`src/rtl/ysyx_22041412_ifu_pkg.sv`:
```
// Shared constants and payload types for the instruction fetch unit.
// Holds the reset PC, the NOP encoding and the decode-side entry layout.
package ysyx_22041412_ifu_pkg;

    localparam int unsigned XLEN = 64;
    localparam int unsigned ILEN = 32;

    localparam logic [XLEN-1:0] RESET_PC_DEFAULT = 64'h8000_0000;
    localparam logic [ILEN-1:0] NOP_INSTR        = 32'h0000_0013;

    // One decode-side slot: PC, instruction word and misalignment flag
    typedef struct packed {
        logic [XLEN-1:0] pc;
        logic [ILEN-1:0] instr;
        logic            misalign;
    } fetch_entry_t;

    localparam int unsigned ENTRY_W = $bits(fetch_entry_t);

    function automatic logic pc_misaligned(input logic [1:0] pc_lo);
        return pc_lo != 2'b00;
    endfunction

endpackage

```
`src/rtl/ysyx_22041412_ifu_fifo.sv`:
```
// Synchronous FIFO with push/pop/flush and occupancy count.
// Head is read straight from storage, so a push is visible the next cycle.
module ysyx_22041412_ifu_fifo #(
    parameter int unsigned WIDTH = 8,
    parameter int unsigned DEPTH = 2
) (
    input  logic                         clk,
    input  logic                         rst,
    input  logic                         flush,
    input  logic                         push,
    input  logic [WIDTH-1:0]             push_data,
    input  logic                         pop,
    output logic [WIDTH-1:0]             head,
    output logic [$clog2(DEPTH+1)-1:0]   count
);

    localparam int unsigned PTR_W = (DEPTH > 1) ? $clog2(DEPTH) : 1;
    localparam int unsigned CNT_W = $clog2(DEPTH + 1);

    logic [WIDTH-1:0] mem_q [DEPTH];
    logic [PTR_W-1:0] rd_ptr_q;
    logic [PTR_W-1:0] wr_ptr_q;
    logic [CNT_W-1:0] cnt_q;
    logic             do_push;
    logic             do_pop;

    function automatic logic [PTR_W-1:0] ptr_inc(input logic [PTR_W-1:0] p);
        return (p == PTR_W'(DEPTH - 1)) ? '0 : p + PTR_W'(1);
    endfunction

    // A push into a full FIFO is accepted only when the head leaves in the same cycle
    assign do_pop  = pop && (cnt_q != '0);
    assign do_push = push && ((cnt_q != CNT_W'(DEPTH)) || do_pop);

    always_ff @(posedge clk or posedge rst) begin
        if (rst) begin
            rd_ptr_q <= '0;
            wr_ptr_q <= '0;
            cnt_q    <= '0;
            mem_q    <= '{default: '0};
        end else if (flush) begin
            rd_ptr_q <= '0;
            wr_ptr_q <= '0;
            cnt_q    <= '0;
        end else begin
            if (do_push) begin
                mem_q[wr_ptr_q] <= push_data;
                wr_ptr_q        <= ptr_inc(wr_ptr_q);
            end
            if (do_pop) begin
                rd_ptr_q <= ptr_inc(rd_ptr_q);
            end
            cnt_q <= cnt_q + CNT_W'(do_push) - CNT_W'(do_pop);
        end
    end

    assign head  = mem_q[rd_ptr_q];
    assign count = cnt_q;

endmodule

```
`src/rtl/ysyx_22041412_ifu.sv`:
```
// Instruction fetch unit: owns the PC, issues credit-limited fetches and
// buffers in-order responses for decode; EX redirects squash wrong-path words.
module ysyx_22041412_ifu
    import ysyx_22041412_ifu_pkg::*;
#(
    parameter logic [XLEN-1:0] RESET_PC = RESET_PC_DEFAULT,
    parameter int unsigned     DEPTH    = 2
) (
    input  logic            clk,
    input  logic            rst,
    output logic            imem_req_valid,
    input  logic            imem_req_ready,
    output logic [XLEN-1:0] imem_req_addr,
    input  logic            imem_rsp_valid,
    input  logic [ILEN-1:0] imem_rsp_data,
    input  logic            redirect_valid,
    input  logic [XLEN-1:0] redirect_pc,
    output logic            id_valid,
    input  logic            id_ready,
    output logic [ILEN-1:0] id_instr,
    output logic [XLEN-1:0] id_pc,
    output logic            id_misalign
);

    localparam int unsigned CNT_W = $clog2(DEPTH + 1);
    localparam int unsigned SUM_W = CNT_W + 1;

    logic [XLEN-1:0]  pc_q;
    logic [CNT_W-1:0] outstanding_q;
    logic [CNT_W-1:0] kill_cnt_q;
    logic             halt_q;

    logic [CNT_W-1:0] fifo_cnt;
    logic [CNT_W-1:0] pcq_cnt;
    logic [XLEN-1:0]  pcq_head;
    fetch_entry_t     fifo_head;
    fetch_entry_t     fifo_wdata;

    logic [SUM_W-1:0] credit_used;
    logic             can_issue;
    logic             pc_mis;
    logic             id_pop;
    logic             req_fire;
    logic             rsp_live;
    logic             mis_push;
    logic             fifo_push;

    assign id_valid = (fifo_cnt != '0);
    assign id_pop   = id_valid && id_ready;

    // A head leaving this cycle frees its credit, which sustains one instr per cycle
    assign credit_used = SUM_W'(fifo_cnt) + SUM_W'(outstanding_q) - SUM_W'(id_pop);
    assign can_issue   = credit_used < SUM_W'(DEPTH);
    assign pc_mis      = pc_misaligned(pc_q[1:0]);

    assign imem_req_valid = !rst && can_issue && !redirect_valid && !halt_q && !pc_mis;
    assign imem_req_addr  = pc_q;
    assign req_fire       = imem_req_valid && imem_req_ready;

    // Misaligned PC bypasses memory once older fetches have drained, keeping order
    assign mis_push = can_issue && !redirect_valid && !halt_q && pc_mis && (outstanding_q == '0);
    assign rsp_live = imem_rsp_valid && !redirect_valid && (kill_cnt_q == '0);

    assign fifo_push = rsp_live || mis_push;

    always_comb begin
        fifo_wdata = '{pc: pcq_head, instr: imem_rsp_data, misalign: 1'b0};
        if (mis_push) begin
            fifo_wdata = '{pc: pc_q, instr: NOP_INSTR, misalign: 1'b1};
        end
    end

    always_ff @(posedge clk or posedge rst) begin
        if (rst) begin
            pc_q          <= RESET_PC;
            outstanding_q <= '0;
            kill_cnt_q    <= '0;
            halt_q        <= 1'b0;
        end else if (redirect_valid) begin
            // Every request still in flight after this cycle belongs to the old path
            pc_q          <= redirect_pc;
            outstanding_q <= outstanding_q - CNT_W'(imem_rsp_valid);
            kill_cnt_q    <= outstanding_q - CNT_W'(imem_rsp_valid);
            halt_q        <= 1'b0;
        end else begin
            if (req_fire) begin
                pc_q <= pc_q + XLEN'(4);
            end
            if (mis_push) begin
                halt_q <= 1'b1;
            end
            outstanding_q <= outstanding_q + CNT_W'(req_fire) - CNT_W'(imem_rsp_valid);
            if (imem_rsp_valid && (kill_cnt_q != '0)) begin
                kill_cnt_q <= kill_cnt_q - CNT_W'(1);
            end
        end
    end

    ysyx_22041412_ifu_fifo #(
        .WIDTH (ENTRY_W),
        .DEPTH (DEPTH)
    ) u_instr_fifo (
        .clk       (clk),
        .rst       (rst),
        .flush     (redirect_valid),
        .push      (fifo_push),
        .push_data (fifo_wdata),
        .pop       (id_pop),
        .head      (fifo_head),
        .count     (fifo_cnt)
    );

    ysyx_22041412_ifu_fifo #(
        .WIDTH (XLEN),
        .DEPTH (DEPTH)
    ) u_pc_queue (
        .clk       (clk),
        .rst       (rst),
        .flush     (redirect_valid),
        .push      (req_fire),
        .push_data (pc_q),
        .pop       (rsp_live),
        .head      (pcq_head),
        .count     (pcq_cnt)
    );

    assign id_pc       = fifo_head.pc;
    assign id_instr    = fifo_head.instr;
    assign id_misalign = fifo_head.misalign;

    // Every accepted response must have a recorded fetch PC
    rsp_has_pc: assert property (@(posedge clk) disable iff (rst) rsp_live |-> (pcq_cnt != '0));

endmodule
```
`config.mk`:
```
export PLATFORM = sky130hd
export DESIGN_NAME = ysyx_22041412_ifu
export DESIGN_NICKNAME = d
export VERILOG_FILES = /design/src/rtl/ysyx_22041412_ifu_pkg.sv /design/src/rtl/ysyx_22041412_ifu_fifo.sv /design/src/rtl/ysyx_22041412_ifu.sv
export SDC_FILE = /design/constraint.sdc
export NUM_CORES = 1
export LEC_CHECK = 0
export BUFFER_PORTS_ARGS = -buffer_cell sky130_fd_sc_hd__buf_2
export CAP_MARGIN = 10
export CORE_MARGIN = 8
export CORE_UTILIZATION = 51
export CTS_BUF_LIST = sky130_fd_sc_hd__clkbuf_8 sky130_fd_sc_hd__clkbuf_16
export CTS_CLUSTER_DIAMETER = 60
export CTS_CLUSTER_SIZE = 16
export DETAILED_ROUTE_END_ITERATION = 7
export GPL_ROUTABILITY_DRIVEN = 0
export PLACE_DENSITY_LB_ADDON = 0.15
export SLEW_MARGIN = 20
export SYNTH_ARGS = -nofsm -noshare
export SYNTH_HDL_FRONTEND = slang
export SYNTH_HIERARCHICAL = 1
export SYNTH_SLANG_ARGS = --single-unit
export TNS_END_PERCENT = 30
```
`constraint.sdc`:
```
create_clock -name clk -period 9.3 [get_ports clk]
set_clock_uncertainty 0.05 [all_clocks]
set_input_delay 1.86 -clock clk [delete_from_list [all_inputs] [get_ports clk]]
set_output_delay 1.86 -clock clk [all_outputs]
set_load 0.1 [all_outputs]
```
Word level (Yosys, flattened, before mapping). Cells that the tools add are included.

Bits in registers: 399. Output and inout bits: 163. Input port bits: 102. Logic and storage cells: 118.

Muxes and demuxes: 34. Magnitude comparators: 7. Eq/ne operators: 2. Bitwise gates (word level): 5. Add/subtract/negate cells: 15. Reductions and logical operators: 41.

Operator list (count): 2-to-1 mux 97 bit (5); 2-to-1 mux 64 bit (6); bitwise mux 194 bit (1); bitwise mux 128 bit (1); demux 97 bit (select 1 bit) (1); adder 64 x 3 -> 64 bit (second input constant) (1); demux 64 bit (select 1 bit) (1); nonzero test 2 bit (11); logical AND 1 bit (19); 2-to-1 mux 1 bit (14); 2-to-1 mux 2 bit (5); greater-or-equal comparator 2 bit (second input constant) (4); inverter 1 -> 2 bit (4); subtractor 2 x 1 -> 2 bit (4); adder 2 x 1 -> 2 bit (3); adder 1 bit (second input constant) (4); logical NOT 1 bit (4); logical NOT 2 bit (2); < comparator 2 x 1 -> 1 bit (second input constant) (2); != test 2 bit (second input constant) (2); AND reduction 2 bit (2); adder 2 x 2 -> 3 bit (1); logical OR 1 bit (3); < comparator 3 x 2 -> 1 bit (second input constant) (1); 3 further kinds (3).

Logic depth before layout (Yosys ltp).
Depth in word-level cells: 13. Depth in mapped cells: 19.

By module. Netlist, hierarchy kept.

By module, submodules not included: ysyx_22041412_ifu_fifo at u_instr_fifo (seq. area each 4954.8 sq um, instances 1, cells each 539, area each 8602.0 sq um); ysyx_22041412_ifu_fifo at u_pc_queue (seq. area each 3303.2 sq um, instances 1, cells each 364, area each 5973.2 sq um); ysyx_22041412_ifu (seq. area each 1727.9 sq um, instances 1, cells each 828, area each 5888.1 sq um).

Worst setup path after synthesis. No wires, ideal clock.

Path type: input to output. From: input port id_ready. To: output port imem_req_valid. Required time: 7390 ps. Cell stages on the path: 6. Path buffers: 0. Setup slack: 3462 ps. Arrival: 3928 ps. Cells stage by stage: and2_1 ha_1 nand2b_1 fa_1 nor3b_2 and3_1.

Longest elaborated chain between the ends: 7.

Ends and longest elaborated chain: start: declaration (line ysyx_22041412_ifu.sv:19) `input logic id_ready,`; logical AND 1 bit (line ysyx_22041412_ifu.sv:49) `assign id_pop = id_valid && id_ready;`; subtractor 3 x 1 -> 3 bit (line ysyx_22041412_ifu.sv:52) `assign credit_used = SUM_W'(fifo_cnt) + SUM_W'(outstanding_q) - SUM_W'(id_pop);`; < comparator 3 x 2 -> 1 bit (line ysyx_22041412_ifu.sv:53) `assign can_issue = credit_used < SUM_W'(DEPTH);`; logical AND 1 bit (4 in series) (line ysyx_22041412_ifu.sv:56) `assign imem_req_valid = !rst && can_issue && !redirect_valid && !halt_q && !pc_mis;`; end: declaration (line ysyx_22041412_ifu.sv:11) `output logic imem_req_valid,`.

Every way passes these cells.

Final worst setup path.
From: input port id_ready. To: register u_instr_fifo/mem_q[130] (netlist bit).

Longest elaborated chain between the ends: 10.

Ends and longest elaborated chain: logical AND 1 bit (line ysyx_22041412_ifu.sv:49); net id_pop (line ysyx_22041412_ifu.sv:42) `logic id_pop;`; subtractor 3 x 1 -> 3 bit (line ysyx_22041412_ifu.sv:52); < comparator 3 x 2 -> 1 bit (line ysyx_22041412_ifu.sv:53); logical AND 1 bit (4 in series) (line ysyx_22041412_ifu.sv:61) `assign mis_push = can_issue && !redirect_valid && !halt_q && pc_mis && (outstanding_q == '0);`; logical OR 1 bit (line ysyx_22041412_ifu.sv:64) `assign fifo_push = rsp_live || mis_push;`; net fifo_push (line ysyx_22041412_ifu.sv:46) `logic fifo_push;`; logical AND 1 bit (line ysyx_22041412_ifu_fifo.sv:33) `assign do_push = push && ((cnt_q != CNT_W'(DEPTH)) || do_pop);`; AND reduction 2 bit (no line); end signal: indexed assignment (line ysyx_22041412_ifu_fifo.sv:47) `mem_q[wr_ptr_q] <= push_data;`; end: declaration (line ysyx_22041412_ifu_fifo.sv:20) `logic [WIDTH-1:0] mem_q [DEPTH];`.

The timed path passes the listed nets, and every way through them passes these cells. A chain may end at the register's enable or synchronous reset.

==> impl_metrics.env <==
export IMPL_slew_violations=0
export IMPL_postCtsHoldBufs=0
export IMPL_yosys_top_cells_area="dfrtp_1, mux2_2, mux2_4"
export IMPL_r2r_slack_ps=4080
export IMPL_period_minus_slack_ps=6020
export IMPL_yosysSeqAreaShare=0.488
export IMPL_min_path_type="register to register"
export IMPL_async_flop_share=1.00
export IMPL_yosys_warnings=6
export IMPL_drt_iter0_drc=1017
export IMPL_antenna_cells=0
export IMPL_grt_pass1_vias=14900
export IMPL_final_cells=2479
export IMPL_cp_arrival_ps=6390
export IMPL_die_h_um=216
export IMPL_drv_cap=0
export IMPL_critical_path_class="input port to register"
export IMPL_start_util=0.516
export IMPL_cts_tree="yes"
export IMPL_avgSynthCellArea_um2=11.8
export IMPL_cts_path_max_buffers=3
export IMPL_grt_overflow=0
export IMPL_finalPower_mw=6.14
export IMPL_core_rowCount=73
export IMPL_track_usage=0.235
export IMPL_clk_pin_slew_ps=70
export IMPL_die_area_mm2=0.0468
export IMPL_nFillCells=3366
export IMPL_endpoint_kind="register"
export IMPL_crit_reg2reg_launch="u_instr_fifo/count[1]"
export IMPL_crit_path_end="u_instr_fifo/mem_q[130]"
export IMPL_htree_num_levels=2
export IMPL_p_per_area_mw_per_mm2=265
export IMPL_worstHoldPathCells=1
export IMPL_cts_setup_buffers=0
export IMPL_root_buffer="clkbuf_16"
export IMPL_rsz0062_at_grt="no"
export IMPL_post_cts_resize_count=0
export IMPL_relSlewSlack=0.253
export IMPL_startpoint="id_ready"
export IMPL_crit_required_ps=9670
export IMPL_grt_max_degree=122
export IMPL_areaGrowthSynthToFinish_pct=13.1
export IMPL_cp_max_fo=66
export IMPL_via_per_inst=5.81
export IMPL_drive_above_1_share=0.432
export IMPL_wire_per_inst_um=22.4
export IMPL_synthFlopType="dfrtp_1"
export IMPL_finalCritPeriodShare=0.647
export IMPL_syn_instance_count=1731
export IMPL_leakage_nw=11.5
export IMPL_final_cell_mix="mux2_2, dfrtp_1, buf_2, nand2_1, mux2_4"
export IMPL_rr_worst_depth=13
export IMPL_portBuffers=264
export IMPL_dp_hpwl_mm=37.0
export IMPL_ir_drop_mv=0.195
export IMPL_antenna_found_initial=0
export IMPL_placed_area_mm2=0.0220
export IMPL_synth_edf_count=0
export IMPL_final_common_cell="mux2_2"
export IMPL_yosysTopAreaCellShare=0.487
export IMPL_tightest_slew_ps=1120
export IMPL_syn_nets=1845
export IMPL_cts_sinks=399
export IMPL_status="finished, final reports clean"
export IMPL_tns_ps=0
export IMPL_drc_errors=0
export IMPL_synth_seq_cells=399
export IMPL_clk_latency_ps=560
export IMPL_wirelength_mm=55.5
export IMPL_critPathLaunchType="input port"
export IMPL_pin_count=265
export IMPL_hold_viol_final=0
export IMPL_synth_top_area_cell="dfrtp_1"
export IMPL_place_inst=2423
export IMPL_design_area_mm2=0.0231
export IMPL_antenna_left=0
export IMPL_ys_types=63
export IMPL_timing_rr_end="u_instr_fifo/mem_q[130]"
export IMPL_drt_first_pass_iters=5
export IMPL_vias=14400
export IMPL_die_width_um=216
export IMPL_final_nets=2050
export IMPL_core_area_mm2=0.0396
export IMPL_grt_pass1_wl_mm=87.6
export IMPL_max_freq_mhz=166
export IMPL_cts_buffers_inserted=36
export IMPL_syn_cell_area_mm2=0.0205
export IMPL_setup_viol_count_final=0
## how the worst min path moves through the flow
stage	startpoint	endpoint	slack, ps
after CTS	u_pc_queue/mem_q[24]	u_pc_queue/mem_q[24]	440
after global placement	u_pc_queue/mem_q[24]	u_pc_queue/mem_q[24]	410
after floorplan	u_pc_queue/mem_q[22]	u_pc_queue/mem_q[22]	400
final	u_pc_queue/mem_q[25]	u_pc_queue/mem_q[25]	440
after detailed placement	u_pc_queue/mem_q[24]	u_pc_queue/mem_q[24]	420
after global routing	u_pc_queue/mem_q[105]	u_pc_queue/mem_q[105]	460
## through the flow
step,utilization,hold slack [ps],worst slack [ps]
final,0.584,438,3280
after detailed placement,0.556,425,2690
after CTS,0.583,440,3270
after global routing,0.584,461,3050
after floorplan,-,402,1990
after global placement,0.556,412,2760
## cell type report
cell class | count | area, µm² | area share
sequential | 399 | 9990 | 0.432
multi-input combinational | 1189 | 9810 | 0.424
timing repair buffer | 283 | 1470 | 0.0637
clock buffer | 39 | 953 | 0.0412
tap | 525 | 657 | 0.0284
clock inverter | 17 | 135 | 0.00584
inverter | 27 | 114 | 0.00492
## power by group
| part | switching, mW | total, mW | leakage (nW) | internal [mW] |
|---|---|---|---|---|
| logic | 1.65 | 2.35 | 5.61 | 0.694 |
| registers | 0.265 | 2.35 | 5.35 | 2.09 |
| clock network | 0.691 | 1.44 | 0.539 | 0.751 |
## critical path: stages
cell and delay [ps]:
buf_2 90, and2_1 150, ha_1 270, nand2b_1 150, fa_1 470, nor3b_2 260, nand2_1 90, or4_4 770
o21ai_0 250, and3_4 900, buf_4 630, mux2_2 400
## logic make-up after synthesis
kind of cell	Yosys count	synth area share
and+or+nand+nor	518	0.130
muxes	493	0.285
DFF	399	0.488
AOI/OAI and AO/OA	155	0.0503
buffers and inverters	143	0.0338
adders and majority gates	12	0.00770
xor gates and xnor gates	11	0.00471
## state kept, by name, summed over array words and instances (netlist names)
| register | cells |
|---|---|
| u_instr_fifo/wr_ptr_q | 1 |
| u_pc_queue/rd_ptr_q | 1 |
| u_instr_fifo/rd_ptr_q | 1 |
| u_pc_queue/mem_q | 128 |
| u_instr_fifo/mem_q | 194 |
| u_pc_queue/wr_ptr_q | 1 |
| u_pc_queue/count | 2 |
| kill_cnt_q | 2 |
| u_instr_fifo/count | 2 |
| halt_q | 1 |
| outstanding_q | 2 |
| imem_req_addr | 64 |
## Yosys cell counts (9+ instances only)
cell type	number
clkbuf_1	53
o311ai_0	9
mux2_4	79
a21oi_1	28
nand2_1	243
mux2_2	404
nand3_1	53
buf_2	40
o211ai_1	30
nor4_1	12
nor3_1	15
and3_1	9
and2_1	37
nor3b_1	15
dfrtp_1	398
nand4_1	29
a31oi_1	11
nand2b_1	9
or4_1	21
nor2_1	34
buf_6	10
inv_1	26
o21ai_0	42
ha_1	11
## metal layers
metal  track usage  share of wire  routed length [µm]
met5             0              0                   0
met4        0.0866          0.031                1690
met3        0.0377          0.049                2730
met2         0.405           0.51               28300
met1         0.294           0.41               22800
Power figures use the tool's default switching activity.
